<file path="src/rtl/pipe_ctrl_pkg.sv">
// Shared types and constants for the pipeline hazard controller.
package pipe_ctrl_pkg;

  typedef enum logic [1:0] {
    ST_RUN      = 2'd0,
    ST_MEM_WAIT = 2'd1
  } hz_state_e;

  localparam logic [1:0] FWD_RF    = 2'b00;
  localparam logic [1:0] FWD_EXMEM = 2'b10;
  localparam logic [1:0] FWD_MEMWB = 2'b01;

  localparam logic [4:0] REG_ZERO = 5'd0;

  // A writing, non-x0 destination that names the given source register.
  function automatic logic reg_match(input logic we, input logic [4:0] rd, input logic [4:0] rs);
    return we && (rd != REG_ZERO) && (rd == rs);
  endfunction

endpackage

</file>
<file path="src/rtl/pipe_fwd_unit.sv">
// EX-stage forwarding select: EX/MEM result beats MEM/WB result, x0 never forwarded.
module pipe_fwd_unit
  import pipe_ctrl_pkg::*;
#(
  parameter bit ENABLE = 1'b1
) (
  input  logic [4:0] rs1,
  input  logic [4:0] rs2,
  input  logic [4:0] exmem_rd,
  input  logic       exmem_regwrite,
  input  logic [4:0] memwb_rd,
  input  logic       memwb_regwrite,
  output logic [1:0] forward_a,
  output logic [1:0] forward_b
);

  always_comb begin
    forward_a = FWD_RF;
    forward_b = FWD_RF;
    if (ENABLE) begin
      if (reg_match(exmem_regwrite, exmem_rd, rs1)) begin
        forward_a = FWD_EXMEM;
      end else if (reg_match(memwb_regwrite, memwb_rd, rs1)) begin
        forward_a = FWD_MEMWB;
      end
      if (reg_match(exmem_regwrite, exmem_rd, rs2)) begin
        forward_b = FWD_EXMEM;
      end else if (reg_match(memwb_regwrite, memwb_rd, rs2)) begin
        forward_b = FWD_MEMWB;
      end
    end
  end

endmodule

</file>
<file path="src/rtl/pipe_hazard_ctrl.sv">
// 5-stage pipeline enable/flush sequencer with data-memory handshake and forwarding select.
// Build macro HAZARD_FWD_EN: enables forwarding; otherwise RAW hazards stall until writeback.
module pipe_hazard_ctrl #(
  parameter int unsigned MEM_TIMEOUT = 64,
  parameter int unsigned CNT_W       = 16
) (
  input  logic             clk,
  input  logic             rst,
  input  logic [4:0]       id_rs1,
  input  logic [4:0]       id_rs2,
  input  logic [4:0]       id_ex_rs1,
  input  logic [4:0]       id_ex_rs2,
  input  logic [4:0]       id_ex_rd,
  input  logic             id_ex_memread,
  input  logic             id_ex_regwrite,
  input  logic [4:0]       ex_mem_rd,
  input  logic             ex_mem_regwrite,
  input  logic             ex_mem_memread,
  input  logic             ex_mem_memwrite,
  input  logic [4:0]       mem_wb_rd,
  input  logic             mem_wb_regwrite,
  input  logic             ex_branch_taken,
  input  logic             dmem_ack,
  output logic             dmem_req,
  output logic             pc_en,
  output logic             if_id_en,
  output logic             id_ex_en,
  output logic             ex_mem_en,
  output logic             mem_wb_en,
  output logic             if_id_flush,
  output logic             id_ex_flush,
  output logic [1:0]       forward_a,
  output logic [1:0]       forward_b,
  output logic             mem_err,
  output logic [CNT_W-1:0] stall_cnt
);
  import pipe_ctrl_pkg::*;

  localparam int unsigned WAIT_W = (MEM_TIMEOUT > 2) ? $clog2(MEM_TIMEOUT) : 1;
  localparam logic [WAIT_W-1:0] WAIT_LAST = WAIT_W'(MEM_TIMEOUT - 1);

`ifdef HAZARD_FWD_EN
  localparam bit FWD_ON = 1'b1;
`else
  localparam bit FWD_ON = 1'b0;
`endif

  hz_state_e         state_q, state_d;
  logic [WAIT_W-1:0] wait_q, wait_d;
  logic [CNT_W-1:0]  stall_q;
  logic [1:0]        fwd_a, fwd_b;
  logic              mem_access, load_use, raw_hit, data_haz, mem_stall;

  assign mem_access = ex_mem_memread | ex_mem_memwrite;
  assign load_use   = id_ex_memread && (id_ex_rd != REG_ZERO) &&
                      ((id_ex_rd == id_rs1) || (id_ex_rd == id_rs2));
  // Without bypassing, any in-flight writer of an ID source must drain through WB first.
  assign raw_hit    = reg_match(id_ex_regwrite, id_ex_rd, id_rs1) |
                      reg_match(id_ex_regwrite, id_ex_rd, id_rs2) |
                      reg_match(ex_mem_regwrite, ex_mem_rd, id_rs1) |
                      reg_match(ex_mem_regwrite, ex_mem_rd, id_rs2) |
                      reg_match(mem_wb_regwrite, mem_wb_rd, id_rs1) |
                      reg_match(mem_wb_regwrite, mem_wb_rd, id_rs2);
  assign data_haz   = load_use | (!FWD_ON & raw_hit);

  pipe_fwd_unit #(
    .ENABLE(FWD_ON)
  ) u_fwd (
    .rs1            (id_ex_rs1),
    .rs2            (id_ex_rs2),
    .exmem_rd       (ex_mem_rd),
    .exmem_regwrite (ex_mem_regwrite),
    .memwb_rd       (mem_wb_rd),
    .memwb_regwrite (mem_wb_regwrite),
    .forward_a      (fwd_a),
    .forward_b      (fwd_b)
  );

  always_comb begin
    state_d     = state_q;
    wait_d      = '0;
    mem_stall   = 1'b0;
    mem_err     = 1'b0;
    dmem_req    = 1'b0;
    pc_en       = 1'b1;
    if_id_en    = 1'b1;
    id_ex_en    = 1'b1;
    ex_mem_en   = 1'b1;
    mem_wb_en   = 1'b1;
    if_id_flush = 1'b0;
    id_ex_flush = 1'b0;
    forward_a   = fwd_a;
    forward_b   = fwd_b;

    unique case (state_q)
      ST_RUN: begin
        dmem_req = mem_access;
        if (mem_access && !dmem_ack) begin
          mem_stall = 1'b1;
          state_d   = ST_MEM_WAIT;
        end
      end
      ST_MEM_WAIT: begin
        dmem_req = 1'b1;
        if (dmem_ack) begin
          state_d = ST_RUN;
        end else if (wait_q == WAIT_LAST) begin
          mem_err = 1'b1;
          state_d = ST_RUN;
        end else begin
          mem_stall = 1'b1;
          wait_d    = wait_q + 1'b1;
        end
      end
      default: state_d = ST_RUN;
    endcase

    // A branch held across a memory stall is applied on the release cycle.
    if (mem_stall) begin
      {pc_en, if_id_en, id_ex_en, ex_mem_en, mem_wb_en} = '0;
    end else if (ex_branch_taken) begin
      if_id_flush = 1'b1;
      id_ex_flush = 1'b1;
    end else if (data_haz) begin
      pc_en       = 1'b0;
      if_id_en    = 1'b0;
      id_ex_flush = 1'b1;
    end

    if (rst) begin
      state_d     = ST_RUN;
      wait_d      = '0;
      mem_err     = 1'b0;
      dmem_req    = 1'b0;
      {pc_en, if_id_en, id_ex_en, ex_mem_en, mem_wb_en} = '0;
      if_id_flush = 1'b1;
      id_ex_flush = 1'b1;
      forward_a   = FWD_RF;
      forward_b   = FWD_RF;
    end
  end

  always_ff @(posedge clk or posedge rst) begin
    if (rst) begin
      state_q <= ST_RUN;
      wait_q  <= '0;
      stall_q <= '0;
    end else begin
      state_q <= state_d;
      wait_q  <= wait_d;
      if (!pc_en && !(&stall_q)) begin
        stall_q <= stall_q + 1'b1;
      end
    end
  end

  assign stall_cnt = stall_q;

endmodule
</file>
<file path="config.mk">
export PLATFORM = sky130hd
export DESIGN_NAME = pipe_hazard_ctrl
export DESIGN_NICKNAME = d
export VERILOG_FILES = /design/src/rtl/pipe_ctrl_pkg.sv /design/src/rtl/pipe_fwd_unit.sv /design/src/rtl/pipe_hazard_ctrl.sv
export SDC_FILE = /design/constraint.sdc
export NUM_CORES = 1
export LEC_CHECK = 0
export BUFFER_PORTS_ARGS = -buffer_cell sky130_fd_sc_hd__buf_4
export CAP_MARGIN = 20
export CORE_AREA = 2 2 75 77
export CTS_CLUSTER_DIAMETER = 200
export DETAILED_ROUTE_END_ITERATION = 10
export DIE_AREA = 0 0 77 79
export SETUP_SLACK_MARGIN = 0.4
export SLEW_MARGIN = 20
export SYNTH_ARGS = -nofsm -noshare
export SYNTH_HDL_FRONTEND = slang
export SYNTH_SLANG_ARGS = --single-unit
</file>
<file path="constraint.sdc">
create_clock -name clk -period 2.83 [get_ports clk]
set_clock_uncertainty 0.2 [all_clocks]
set_input_delay 0.4245 -clock clk [delete_from_list [all_inputs] [get_ports clk]]
set_output_delay 0.4245 -clock clk [all_outputs]
set_load 0.005 [all_outputs]
</file>
[After elaboration in Yosys (flattened, before gate mapping)]
Index checks and enable logic that the tools add are counted.
W data, S select, Z words.
Word-level totals
  flip-flop bits (word level): 24
  output and inout bits: 29
Cells by class
  $add $sub $neg: 2
  equal/unequal tests: 10
  muxes and demuxes: 32
  bitwise logic cells: 7
  reductions and logical operators: 23
Operator list (number)
  $eq A5 B5 Y1: 6
  $mux W6: 4
  $mux W1: 21
  $add A16 B1 Y16 const B: 1
  $reduce_and A16 Y1: 1
  $reduce_bool A5 Y1: 3
  $logic_and A1 B1 Y1: 13
  $mux W2: 4
  $or A1 B1 Y1: 7
  $add A6 B1 Y6 const B: 1
  $eq A6 B6 Y1 const B: 1
  $ne A4 B4 Y1 const B: 1
  $pmux W1 S2: 2
  $pmux W2 S2: 1
  $logic_not A1 Y1: 3
  $ne A3 B3 Y1 const B: 1
  $eq A2 B1 Y1 const B: 1
  $logic_not A2 Y1: 1
  $reduce_and A2 Y1: 1
  $logic_or A1 B1 Y1: 1

[Longest topological paths before layout]
  depth in word-level cells: 15
  gate-level depth with buffers: 9
  depth with buffers taken out: 8

[Hierarchy]
From an unflattened synthesis, not the netlist that was laid out.
Unflattened totals
  cell total of the unflattened synthesis: 169
  area total of the unflattened synthesis: 1579.0 um^2
Modules (own cells, without submodules)
  pipe_hazard_ctrl: instances 1, cells an instance 164, area an instance 1545.2 um^2
  pipe_fwd_unit: instances 1, cells an instance 5, area an instance 33.8 um^2

[Least setup slack after synthesis]
No wires, ideal clock.
  kind: register to register
  from: register wait_q[0]
  to: register stall_q[3] (netlist: stall_cnt[3])
  data arrival time: 2.015 ns
  data required time: 2.506 ns
  slack: 0.491 ns
  stages on the path, launching flop included: 10
  buffers on the path: 1
  period minus slack after synthesis: 2.339 ns
  cells stage by stage: dfrtp_1 > ha_1 > and3_1 > and3_1 > a211oi_2 > nor2_1 > a32oi_4 > buf_6 > nand4_1 > xnor2_1
On the way
  word-level cells in the longest chain between the ends: 8
Ends and longest elaborated chain
  start: declaration: RTL line pipe_hazard_ctrl.sv:49  | logic [WAIT_W-1:0] wait_q, wait_d;
  start signal: assignment: RTL line pipe_hazard_ctrl.sv:150  | wait_q <= wait_d;
  $eq A6 B6 Y1: RTL line pipe_hazard_ctrl.sv:107  | end else if (wait_q == WAIT_LAST) begin
  $mux W1: RTL line pipe_hazard_ctrl.sv:107
  $mux W1: RTL line pipe_hazard_ctrl.sv:105  | if (dmem_ack) begin
  $pmux W1 S2: RTL line pipe_hazard_ctrl.sv:95  | unique case (state_q)
  $mux W1: RTL line pipe_hazard_ctrl.sv:119  | if (mem_stall) begin
  $mux W1: RTL line pipe_hazard_ctrl.sv:130  | if (rst) begin
  $logic_not A1 Y1: RTL line pipe_hazard_ctrl.sv:151  | if (!pc_en && !(&stall_q)) begin
  $logic_and A1 B1 Y1: RTL line pipe_hazard_ctrl.sv:151
  end signal: assignment: RTL line pipe_hazard_ctrl.sv:152  | stall_q <= stall_q + 1'b1;
  end: declaration: RTL line pipe_hazard_ctrl.sv:50  | logic [CNT_W-1:0] stall_q;
Every way passes these cells.
A chain may end at the register's enable or synchronous reset.

[Worst setup path in the final report]
  from: register wait_q[1]
  to: output pc_en
On the way
  word-level cells in the longest chain between the ends: 6
Ends and longest elaborated chain
  $eq A6 B6 Y1: RTL line pipe_hazard_ctrl.sv:107
  $mux W1: RTL line pipe_hazard_ctrl.sv:107
  $mux W1: RTL line pipe_hazard_ctrl.sv:105
  $pmux W1 S2: RTL line pipe_hazard_ctrl.sv:95
  $mux W1: RTL line pipe_hazard_ctrl.sv:119
  $mux W1: RTL line pipe_hazard_ctrl.sv:130
  end: declaration: RTL line pipe_hazard_ctrl.sv:25  | output logic pc_en,
Every way passes these cells.

==> metrics.yaml <==
die_h_um: 79
drt_iter0_drc: 72
pin_count: 74
synth_top_family_by_area: "XOR/XNOR gates"
cpPeakStageDelay_ps: 390
power_density_nw_per_um2: 450
avgSynthCellArea_um2: 9.67
power.share.clock_pct: 20.2
yosys-mux-area-fraction_pct: 0.728
vias: 1342
synth-edff-count: 0
cts_max_level: 1
rows: 27
hold_buffers: 0
clk_pin_slew_worst_paths_ps: 80
p_switching_mw: 0.306
netlist_top_cells_area: "dfrtp_1 37%, xor2_1 16%, xnor2_1 12%"
insertion_delay_ps: 260
synth.top_cells.by_count: "28 x xor2_1, 23 x dfrtp_1, 21 x xnor2_1"
crit_path_end_kind: "primary output"
crit_arrival_ps: 1840
seqPwrFrac_pct: 45.5
vias_per_cell: 4.49
dieArea_um2: 6080
yosysTopAreaCell: "dfrtp_1"
wl_per_cell_um: 12.2
core_um2: 5340
slew_viol_final: 0
gr-usage-met3_pct: 2.50
synth_xor_xnor_area_share_pct: 27.7
synth_compound_area_share_pct: 7.28
syn_area_um2: 1550
dpl_worst_slack_ps: 275
cts_tree: "built"
clockBufferDepth: 2
grt_pass1_vias: 1362
wirelength_um: 3640
setup_viol: 0
synth_top_area_share_pct: 37.2
final_nets: 275
cpMaxStageDelayCell: "dfrtp_1"
cp_top_family: "simple AND/OR/NAND/NOR gates"
grt_pass1_wl_um: 6280
finalCritPeriodShare_pct: 87.0
sw_frac_of_total_pct: 31.0
hold_violations: 0
grt.total_usage_pct: 12.7
fin_setup_tns_ps: 0
dp_hpwl_um: 2910
antenna_found_initial: 0
p_leak_nw: 1.01
syn_inst: 160
path_cells: "ha_2 -> and3_4 -> and3_4 -> a211oi_4 -> nor2_4 -> and2_4 -> buf_4"
synthArstFlopShare_pct: 100
start_util_pct: 29.0
ys_types: 29
p_total_mw: 0.988
yosys.area_share.simple_pct: 20.1
grt-ovfl-total: 0
use_met2_pct: 23.1
synth_ff_type: "dfrtp_1"
yosys_warnings: 0
cp_common_cell: "and3_4"
busiest_layer: "met2"
status: "finished, final reports clean"
antenna_left: 0
die_x_um: 77
critPathBufInv: 1
grt_max_degree: 24
yosys_register_bits: 23
post-place-cells: 287
holdCritPathClass: "input port to async pin"
min_period_ps: 2460
synth_most_common_cell: "xor2_1"
clock-root-buffer: "clkbuf_8"
cts.sinks: 23
fmax_mhz: 406
cp-start-kind: "register"
seq_area_frac_synth_pct: 37.2
setup_slack_ps: 368
comb_power_share_pct: 34.3
yosys.area_share.adder_pct: 1.62
drc_errors: 0
grtUsageMet1_pct: 16.0
stdcell_count: 299
drive_gt1_share_pct: 37.9
irDropWorstVdd_mv: 0.223
antennaDiodeCount: 0
cts_made_buffers: 3
crit_fanout: 3
grt_setup_unrepaired: "yes"
globalplace.congestion: 0.815
drv_cap: 0
crit_type: "register to primary output"
dr.pass1.iters: 4
syn_to_final_growth_pct: 41.9
numPortBuffers: 59
cp.required_ps: 2210
p_int_mw: 0.682
## sequential cells by signal, summed over array words and instances (netlist names)
name,cells
state_q,1
stall_cnt,16
wait_q,6
## through the flow
stage                     cell area, µm²  hold slack [ps]  util (%)
after floorplan                     1560              233         -
final                               2200             85.9      41.1
after detailed placement            2040              272      38.2
after global routing                2200              151      41.1
after CTS                           2180              102      40.8
after global placement              2040              254      38.2
## final timing paths
path / from / end / slack, ps / depth (start not counted)
max: wait_q[1] / pc_en / 370 / 7
min: rst / state_q[0] / 90 / 3
max reg2reg: wait_q[1] / stall_cnt[1] / 400 / 9
min reg2reg: stall_cnt[7] / stall_cnt[7] / 290 / 1
max in group asynchronous: rst / stall_cnt[10] / 2120 / 3
min in group clk: rst / state_q[0] / 160 / 2
## final cells by class
class,instances,area (µm²)
clock buffer,3,41.3
clock inverter,1,5.00
fill,566,3140
inverter,3,11.3
multi-input combinational,128,947
sequential,23,576
tap,72,90.1
timing repair buffer,69,526
## worst register-to-register path, delay by kind of cell, from the launching register on
| kind | cells | cell delay, ps |
|---|---|---|
| buf+inv | 2 | 320 |
| compound gates | 2 | 430 |
| simple gates | 3 | 460 |
| mux | 1 | 330 |
| flops | 1 | 390 |
| fa+ha+maj | 1 | 190 |
## routing by layer
layer	part of all wire, %	wire (µm)
met1	44	1590
met2	52	1880
met3	4.1	148
met4	0.55	20
met5	0	0
## layout by cell type, fill, tap and decap left out, types with 2 or more instances in the layout
| master | Yosys | layout |
|---|---|---|
| xnor2_1 | 21 | 21 |
| nor3_1 | 6 | 5 |
| dfrtp_1 | 23 | 23 |
| nand3_1 | 5 | 5 |
| xor2_1 | 28 | 28 |
| buf_4 | 7 | 68 |
| clkbuf_8 | 0 | 3 |
| a22oi_1 | 2 | 2 |
| nand4_1 | 11 | 11 |
| conb_1 | 1 | 4 |
| and3_1 | 9 | 7 |
| inv_1 | 3 | 3 |
| or4_1 | 3 | 3 |
| and3_4 | 0 | 2 |
| nor3_2 | 1 | 2 |
| nor2_1 | 16 | 15 |
| nand2_1 | 7 | 7 |
## kinds of logic after synthesis
| group | Yosys count |
|---|---|
| compound gates | 12 |
| xor+xnor | 49 |
| fa+ha+maj | 2 |
| buf+inv | 12 |
| flops | 23 |
| mux | 1 |
| other cells | 1 |
| simple gates | 60 |
## what timing repair did
action,in CTS,in global routing
endpoints found under the setup margin,22,20
pin swaps,8,0
setup buffers,7,1
cloned,0,0
gates resized for setup,10,2
## power groups by stage
| stage | clock network [mW] | registers [mW] | logic [mW] |
|---|---|---|---|
| 6_report | 0.199 | 0.450 | 0.339 |
| 3_5_place_dp | 0 | 0.456 | 0.330 |
| 4_1_cts | 0.211 | 0.451 | 0.342 |
| 3_3_place_gp | 0 | 0.455 | 0.328 |
| 2_1_floorplan | 0 | 0.448 | 0.164 |
| 5_1_grt | 0.223 | 0.462 | 0.380 |
(Power assumes the default switching activity.)
